[src/rtl/adder_subractor.sv]
// adder_subractor: 64-bit two's-complement adder/subtractor with a
// registered result and signed-overflow flag.
//   clk      - system clock, rising-edge active
//   rst_n    - asynchronous active-low reset, clears out/overflow
//   in1      - operand A
//   in2      - operand B
//   M        - mode: 0 = A+B, 1 = A-B
//   out      - registered low 64 bits of the result
//   overflow - registered signed-overflow flag for out

// One full-adder slice of the ripple chain.
//   a, b, c - addend bits and carry-in
//   s, co   - sum bit and carry-out
module fa_slice (
  input  logic a,
  input  logic b,
  input  logic c,
  output logic s,
  output logic co
);
  assign s  = a ^ b ^ c;
  assign co = (a & b) | (c & (a ^ b));
endmodule

module adder_subractor (
  input  logic        clk,
  input  logic        rst_n,
  input  logic [63:0] in1,
  input  logic [63:0] in2,
  input  logic        M,
  output logic [63:0] out,
  output logic        overflow
);
  localparam int W = 64;

  typedef struct packed {
    logic [W-1:0] res;
    logic         ov;
  } rsp_t;

  logic [W:0]   carry;
  logic [W-1:0] sum;
  rsp_t         rsp;

  // Subtract is A + ~B + 1: invert B per slice and inject M as carry-in.
  assign carry[0] = M;

  for (genvar i = 0; i < W; i++) begin : g_slice
    fa_slice u_fa (
      .a  (in1[i]),
      .b  (in2[i] ^ M),
      .c  (carry[i]),
      .s  (sum[i]),
      .co (carry[i+1])
    );
  end

  // Signed overflow: carry into the sign bit disagrees with carry out of it.
  // carry[W] itself is dropped; unsigned carry/borrow is not exported.
  assign rsp.res = sum;
  assign rsp.ov  = carry[W-1] ^ carry[W];

  always_ff @(posedge clk or negedge rst_n) begin
    if (!rst_n) begin
      out      <= '0;
      overflow <= 1'b0;
    end else begin
      out      <= rsp.res;
      overflow <= rsp.ov;
    end
  end
endmodule

[config.mk]
export PLATFORM = sky130hd
export DESIGN_NAME = adder_subractor
export DESIGN_NICKNAME = d
export VERILOG_FILES = /design/src/rtl/adder_subractor.sv
export SDC_FILE = /design/constraint.sdc
export NUM_CORES = 1
export LEC_CHECK = 0
export CORE_ASPECT_RATIO = 1.25
export CORE_MARGIN = 2
export CORE_UTILIZATION = 28
export CTS_CLUSTER_SIZE = 14
export DETAILED_ROUTE_END_ITERATION = 16
export HOLD_SLACK_MARGIN = 0.06
export PLACE_DENSITY = 0.7
export SLEW_MARGIN = 20
export SYNTH_ARGS = -nofsm -noshare
export SYNTH_HDL_FRONTEND = slang
export SYNTH_HIERARCHICAL = 1
export SYNTH_SLANG_ARGS = --single-unit
[constraint.sdc]
create_clock -name clk -period 0.8 [get_ports clk]
set_input_delay 0.12 -clock clk [delete_from_list [all_inputs] [get_ports clk]]
set_output_delay 0.12 -clock clk [all_outputs]
set_load 0.01 [all_outputs]
==> results of run 1 <==
## layer usage
| metal | share of wire | wire length, um | global-route usage |
|---|---|---|---|
| met1 | 0.36 | 3228 | 0.1522 |
| met2 | 0.54 | 4862 | 0.2536 |
| met3 | 0.088 | 795 | 0.04712 |
| met4 | 0.018 | 163 | 0.05098 |
| met5 | 0 | 0 | 0 |
## logic make-up after synthesis
group / Yosys count / synth area share
flip-flops: 65 / 0.4545
buffers and inverters: 7 / 0.02832
adder cells (fa/ha/maj): 64 / 0.3580
XOR/XNOR: 65 / 0.1591
## area by class of cell
class / count / area (um^2)
clock buffer: 12 / 256.5
clock inverter: 3 / 40.04
fill: 1108 / 6539
multi-input combinational: 129 / 2018
sequential: 65 / 1627
tap: 168 / 210.2
timing repair buffer: 203 / 1914
## worst paths after layout
kind | to | slack (ps)
max | overflow | -22130
min | out[0] | 230
max in group asynchronous | out[37] | 240
min in group asynchronous | out[41] | 370
## state kept, by name (all words and copies together), names as in the netlist
| signal | flops |
|---|---|
| overflow | 1 |
| out | 64 |
## repair_timing
| item | 4_1_cts | 5_1_grt |
|---|---|---|
| hold buffers | 1 | 0 |
| setup endpoints to repair | 130 | 129 |
| buffers inserted | 0 | 0 |
| pin swaps | 2 | 0 |
| gates resized for setup | 290 | 12 |
| endpoints found under the hold margin | 65 | 0 |
## metrics by stage
step / setup WS, ps / setup TNS (ps)
after floorplan: -21700 / -718440
after global placement: -22630 / -772460
after detailed placement: -22930 / -782590
after CTS: -22260 / -739560
after global routing: -22610 / -751240
final: -22130 / -733740
## cells in the mapped netlist (all sizes together)
master  instances
buf             7
dfrtp          65
fa             64
xor2           65
## where the power goes
part / internal [W] / switching, W
registers: 0.00428 / 0.000334
logic: 0.00262 / 0.00211
clock network: 0.00255 / 0.00136
total: 0.00945 / 0.00381
==> results_tabular.tex, run 1 <==
\begin{tabular}{lr}
\hline
Metric & Value \\
\hline
\multicolumn{2}{l}{\textbf{Floorplanning}} \\
Die area & 0.01371 mm\^{}2 \\
Placeable core region & 0.01260 mm\^{}2 \\
Chip Height & 130.4 um \\
Width of the die & roughly 110 um \\
Starting density of the core & 0.2839 \\
Cell Rows & 46 \\
Ports placed on the boundary & a little under 200 \\
\multicolumn{2}{l}{\textbf{CTS}} \\
Clock tree from TritonCTS & yes \\
H-tree levels & 3 \\
Max Buffers Root-to-Sink & 2 \\
Worst-path clk slew & $\sim$50 ps \\
Buffer cell driving the clock tree root & sky130\_fd\_sc\_hd\_\_clkbuf\_16 \\
CTS Buf Count & 9 \\
Number of clock sinks & 65 \\
\multicolumn{2}{l}{\textbf{Logic synthesis}} \\
Gate Count Post-Synth & 201 \\
Sequential share of the synthesized area & 0.4545 \\
Warning count from the yosys run & 6 \\
Fraction of synthesized cell area taken by the top area cell type & 0.4545 \\
Library cells used by synthesis & 5 \\
Main area contributors after synthesis & sky130\_fd\_sc\_hd\_\_dfrtp\_1 (45\%), sky130\_fd\_sc\_hd\_\_fa\_1 (36\%), sky130\_fd\_sc\_hd\_\_xor2\_1 (16\%) \\
Cell taking the most area after synthesis & sky130\_fd\_sc\_hd\_\_dfrtp\_1 \\
Syn avg cell area & 17.80 um\^{}2 \\
Synth Net Count & $\sim$400 \\
Seq cells post-synth & 65 \\
Cell area after synthesis & 0.003578 mm\^{}2 \\
\multicolumn{2}{l}{\textbf{Detailed routing}} \\
Mean number of vias per cell & between 3 and 4 \\
Count of vias placed by the detailed router & $\sim$2300 \\
Post-Route WL & between 9000 and 10000 um \\
Number of detailed-routing iterations run before antenna repair & 3 \\
Antenna viol nets, final & 0 \\
Initial drt markers & approximately 40 \\
DRC violations left & 0 \\
Per-cell routed wire length & 15.61 um \\
\multicolumn{2}{l}{\textbf{Timing}} \\
Worst hold-check slack & 228.5 ps \\
Relative slew slack & 0.6463 \\
Final worst-path setup slack & -22130 ps \\
Maximum operating frequency & between 0.04 and 0.05 GHz \\
Final number of max-transition violations & 0 \\
Share of the cycle needed by the critical path after routing & 28.66 \\
Transition time at the pin with the least slew margin & 530.5 ps \\
Final min period & 22930 ps \\
Hold Fails Final Rpt & 0 \\
Setup repair after global routing missed its margin & true \\
Final setup violation count & 129 \\
\multicolumn{2}{l}{\textbf{Hold path}} \\
Worst min-delay path category & input pin to flip-flop \\
Hold\_sp & M \\
Hold Path Depth & 3 \\
\multicolumn{2}{l}{\textbf{Pwr}} \\
Pwr Total & 0.01326 W \\
Worst-case vdd ir drop & 0.001149 V \\
Pwr Density & 2186 mW/mm\^{}2 \\
Static leakage & approximately 2.5 nW \\
\multicolumn{2}{l}{\textbf{Cells and area}} \\
Layout cell share with drive strength beyond 1 & 0.3738 \\
Most common cell after layout, fill and taps aside & sky130\_fd\_sc\_hd\_\_clkdlybuf4s50\_1 \\
Area growth from synthesis to layout & 69.51\% \\
Top library cells by usage in the layout, fill and taps aside & sky130\_fd\_sc\_hd\_\_clkdlybuf4s50\_1 (125), sky130\_fd\_sc\_hd\_\_dfrtp\_1 (65), sky130\_fd\_sc\_hd\_\_xor2\_1 (64), sky130\_fd\_sc\_hd\_\_fa\_2 (64), sky130\_fd\_sc\_hd\_\_buf\_2 (36) \\
Number of nets at the end of the flow & 603 \\
Diodes inserted & 0 \\
Non-Filler Cell Area, Final & 0.006066 mm\^{}2 \\
Cell Count, Final, Fillers Out & 580 \\
Final Util & 0.4812 \\
\multicolumn{2}{l}{\textbf{Setup path}} \\
Startpoint type of the worst setup path & input pin \\
Worst path buffer plus inverter count & 1 \\
Cell at the slowest stage of the critical path & sky130\_fd\_sc\_hd\_\_fa\_2 \\
Crit end category & flip-flop \\
Longest individual stage delay on the worst path & 410 ps \\
Worst path required time & 1010 ps \\
Most common cell type on the critical path & sky130\_fd\_sc\_hd\_\_fa\_2 \\
Crit path launch & M \\
Delay-heaviest family, CP & adder cells \\
Crit path arrival time & 23140 ps \\
Category of the most critical setup path & input pin to flip-flop \\
Largest fanout of any net on the critical path & 2 \\
CP Depth & 67 \\
\multicolumn{2}{l}{\textbf{Place}} \\
Placed cell areas & 0.005882 mm\^{}2 \\
Routability-driven placement congestion ratio & between 0.7 and 0.8 \\
Placed cells & 564 \\
Number of port buffers & 195 \\
Post-detailed-placement half-perimeter wirelength & between 7000 and 8000 um \\
\multicolumn{2}{l}{\textbf{GRT}} \\
First-pass GRT wire length & 14180 um \\
Number of antenna violations at the first check in global routing & 0 \\
Via count of the first global-routing pass & 2738 \\
GRT overflow & 0 \\
Largest net degree at the start of global routing & 35 \\
Total global-route track usage & 0.1395 \\
\multicolumn{2}{l}{\textbf{Outcome}} \\
Failing checks & negative setup slack \\
Status & finished, violations left \\
\multicolumn{2}{l}{\textbf{Flow run}} \\
Max-capacitance violation count & 0 \\
\hline
\end{tabular}
Power figures use the tool's default switching activity.
==> run 2, diff against run 1 <==
--- a/config.mk
+++ b/config.mk
@@ -12,6 +12,7 @@
 export DETAILED_ROUTE_END_ITERATION = 16
 export HOLD_SLACK_MARGIN = 0.06
 export PLACE_DENSITY = 0.7
+export SKIP_CTS_REPAIR_TIMING = 1
 export SLEW_MARGIN = 20
 export SYNTH_ARGS = -nofsm -noshare
 export SYNTH_HDL_FRONTEND = slang
==> results_tabular.tex, run 2 (synthesized netlist as in run 1, its figures left out) <==
\begin{tabular}{lr}
\hline
Metric & Value \\
\hline
\multicolumn{2}{l}{\textbf{Outcome}} \\
Status & finished, violations left \\
Failing checks & negative setup slack \\
\multicolumn{2}{l}{\textbf{Cells and area}} \\
Layout cell share with drive strength beyond 1 & 0.3738 \\
Max FFs per register & 64 \\
Biggest register & out \\
Top library cells by usage in the layout, fill and taps aside & sky130\_fd\_sc\_hd\_\_clkdlybuf4s50\_1 (125), sky130\_fd\_sc\_hd\_\_dfrtp\_1 (65), sky130\_fd\_sc\_hd\_\_xor2\_1 (64), sky130\_fd\_sc\_hd\_\_fa\_2 (64), sky130\_fd\_sc\_hd\_\_clkbuf\_2 (53) \\
Most common cell after layout, fill and taps aside & sky130\_fd\_sc\_hd\_\_clkdlybuf4s50\_1 \\
Diodes inserted & 0 \\
Area growth from synthesis to layout & 65.66\% \\
Registers with the highest flip-flop counts & out: 64 flops, overflow: 1 flops \\
Number of nets at the end of the flow & 603 \\
\multicolumn{2}{l}{\textbf{Timing}} \\
Hold Fails Final Rpt & 0 \\
Maximum operating frequency & 0.04304 GHz \\
Worst hold-check slack & 170.3 ps \\
Final min period & 23230 ps \\
Setup repair after global routing missed its margin & true \\
Final worst-path setup slack & -22430 ps \\
Final number of max-transition violations & 0 \\
Share of the cycle needed by the critical path after routing & 29.04 \\
Transition time at the pin with the least slew margin & 531.6 ps \\
Final setup violation count & $\sim$130 \\
Relative slew slack & 0.6456 \\
\multicolumn{2}{l}{\textbf{Place}} \\
Post-detailed-placement half-perimeter wirelength & 7649 um \\
Routability-driven placement congestion ratio & 0.7547 \\
Number of port buffers & between 150 and 200 \\
Worst slack after detailed placement & -22930 ps \\
\multicolumn{2}{l}{\textbf{GRT}} \\
Via count of the first global-routing pass & 2718 \\
First-pass GRT wire length & $\sim$14000 um \\
Largest net degree at the start of global routing & 35 \\
Number of antenna violations at the first check in global routing & 0 \\
Total global-route track usage & 0.1386 \\
GRT overflow & 0 \\
\multicolumn{2}{l}{\textbf{Floorplanning}} \\
Width of the die & 105.1 um \\
Cell Rows & 46 \\
Ports placed on the boundary & 196 \\
Placeable core region & 0.01260 mm\^{}2 \\
Chip Height & 130.4 um \\
Starting density of the core & 0.2839 \\
Die area & 0.01371 mm\^{}2 \\
\multicolumn{2}{l}{\textbf{CTS}} \\
Buffer cell driving the clock tree root & sky130\_fd\_sc\_hd\_\_clkbuf\_16 \\
H-tree levels & 3 \\
Number of clock sinks & 65 \\
Worst-path clk slew & approximately 50 ps \\
Clock tree from TritonCTS & yes \\
Max Buffers Root-to-Sink & 2 \\
CTS Buf Count & 9 \\
\multicolumn{2}{l}{\textbf{Detailed routing}} \\
Post-Route WL & 9069 um \\
Per-cell routed wire length & $\sim$16 um \\
Mean number of vias per cell & 3.950 \\
Count of vias placed by the detailed router & 2291 \\
Antenna viol nets, final & 0 \\
DRC violations left & 0 \\
Number of detailed-routing iterations run before antenna repair & 4 \\
Initial drt markers & 40 \\
\multicolumn{2}{l}{\textbf{Pwr}} \\
Worst-case vdd ir drop & roughly 0.0011 V \\
Pwr Total & 0.01279 W \\
Static leakage & 2.466 nW \\
Pwr Density & 2157 mW/mm\^{}2 \\
\multicolumn{2}{l}{\textbf{Setup path}} \\
Most common cell type on the critical path & sky130\_fd\_sc\_hd\_\_fa\_2 \\
Crit end category & flip-flop \\
Largest fanout of any net on the critical path & 2 \\
Crit path arrival time & roughly 23000 ps \\
Category of the most critical setup path & input pin to flip-flop \\
Startpoint type of the worst setup path & input pin \\
Longest individual stage delay on the worst path & 410 ps \\
Worst path required time & 1010 ps \\
Cell at the slowest stage of the critical path & sky130\_fd\_sc\_hd\_\_fa\_2 \\
\multicolumn{2}{l}{\textbf{Flow run}} \\
Max-capacitance violation count & 0 \\
\multicolumn{2}{l}{\textbf{Hold path}} \\
Worst min-delay path category & input pin to flip-flop \\
Hold\_sp & in1[0] \\
Hold Path Depth & 2 \\
Min-Delay Endpoint & out[0] \\
\hline
\end{tabular}
==> run 2: cell types whose count changed in the layout (fill, tap and decap cells not counted), sizes merged <==
| cell | delta |
|---|---|
| buf | -53 |
| clkbuf | +53 |
| dlygate4sd2 | -1 |
| dlymetal6s2s | +2 |
| clkdlybuf4s15 | -1 |
==> run 2: power by group <==
part	leakage, nW	switching [W]	internal [W]
clock	0.148	0.00136	0.00255
combinational	1.56	0.00211	0.00221
sequential	0.757	0.000280	0.00427
total	2.47	0.00375	0.00904
==> run 2: how the worst max path moves through the flow <==
stage               cells after the start   start        to  slack, ps
global route                           67       M  overflow     -22900
detailed placement                     67  in2[0]  overflow     -22930
finish                                 67       M  overflow     -22430
floorplan                              67       M  overflow     -21700
global placement                       67  in2[0]  overflow     -22630
CTS                                    67  in2[0]  overflow     -22610
==> run 2: metal layers <==
layer | vias up | wire (um) | part of all wire | track usage
li1 | 1014 | - | - | -
met1 | 1132 | 3169 | 0.35 | 0.1511
met2 | 132 | 4917 | 0.54 | 0.2517
met3 | 13 | 828 | 0.091 | 0.04712
met4 | 0 | 153 | 0.017 | 0.05098
met5 | - | 0 | 0 | 0
==> run 2: layout make-up <==
cell class	count	area (um^2)
Fill cell	1116	6676
Timing Repair Buffer	203	1777
Sequential cell	65	1627
Tap cell	168	210.2
Multi-Input combinational cell	129	2018
Clock inverter	3	40.04
Clock buffer	12	256.5
==> run 2: stage by stage <==
stage	setup TNS, ps	instances	cell area, um^2	utilization
2_1_floorplan	-718440	201	3747	-
3_3_place_gp	-772460	564	5882	0.4666
3_5_place_dp	-782590	564	5882	0.4666
4_1_cts	-785000	579	6178	0.4902
5_1_grt	-756450	580	5928	0.4703
6_report	-739480	580	5928	0.4703
==> run 2: worst max-delay path: cells and delay by family <==
kind	cells	cell delay (ps)
buf+inv	1	110
xor+xnor	2	320
fa+ha+maj	64	22880
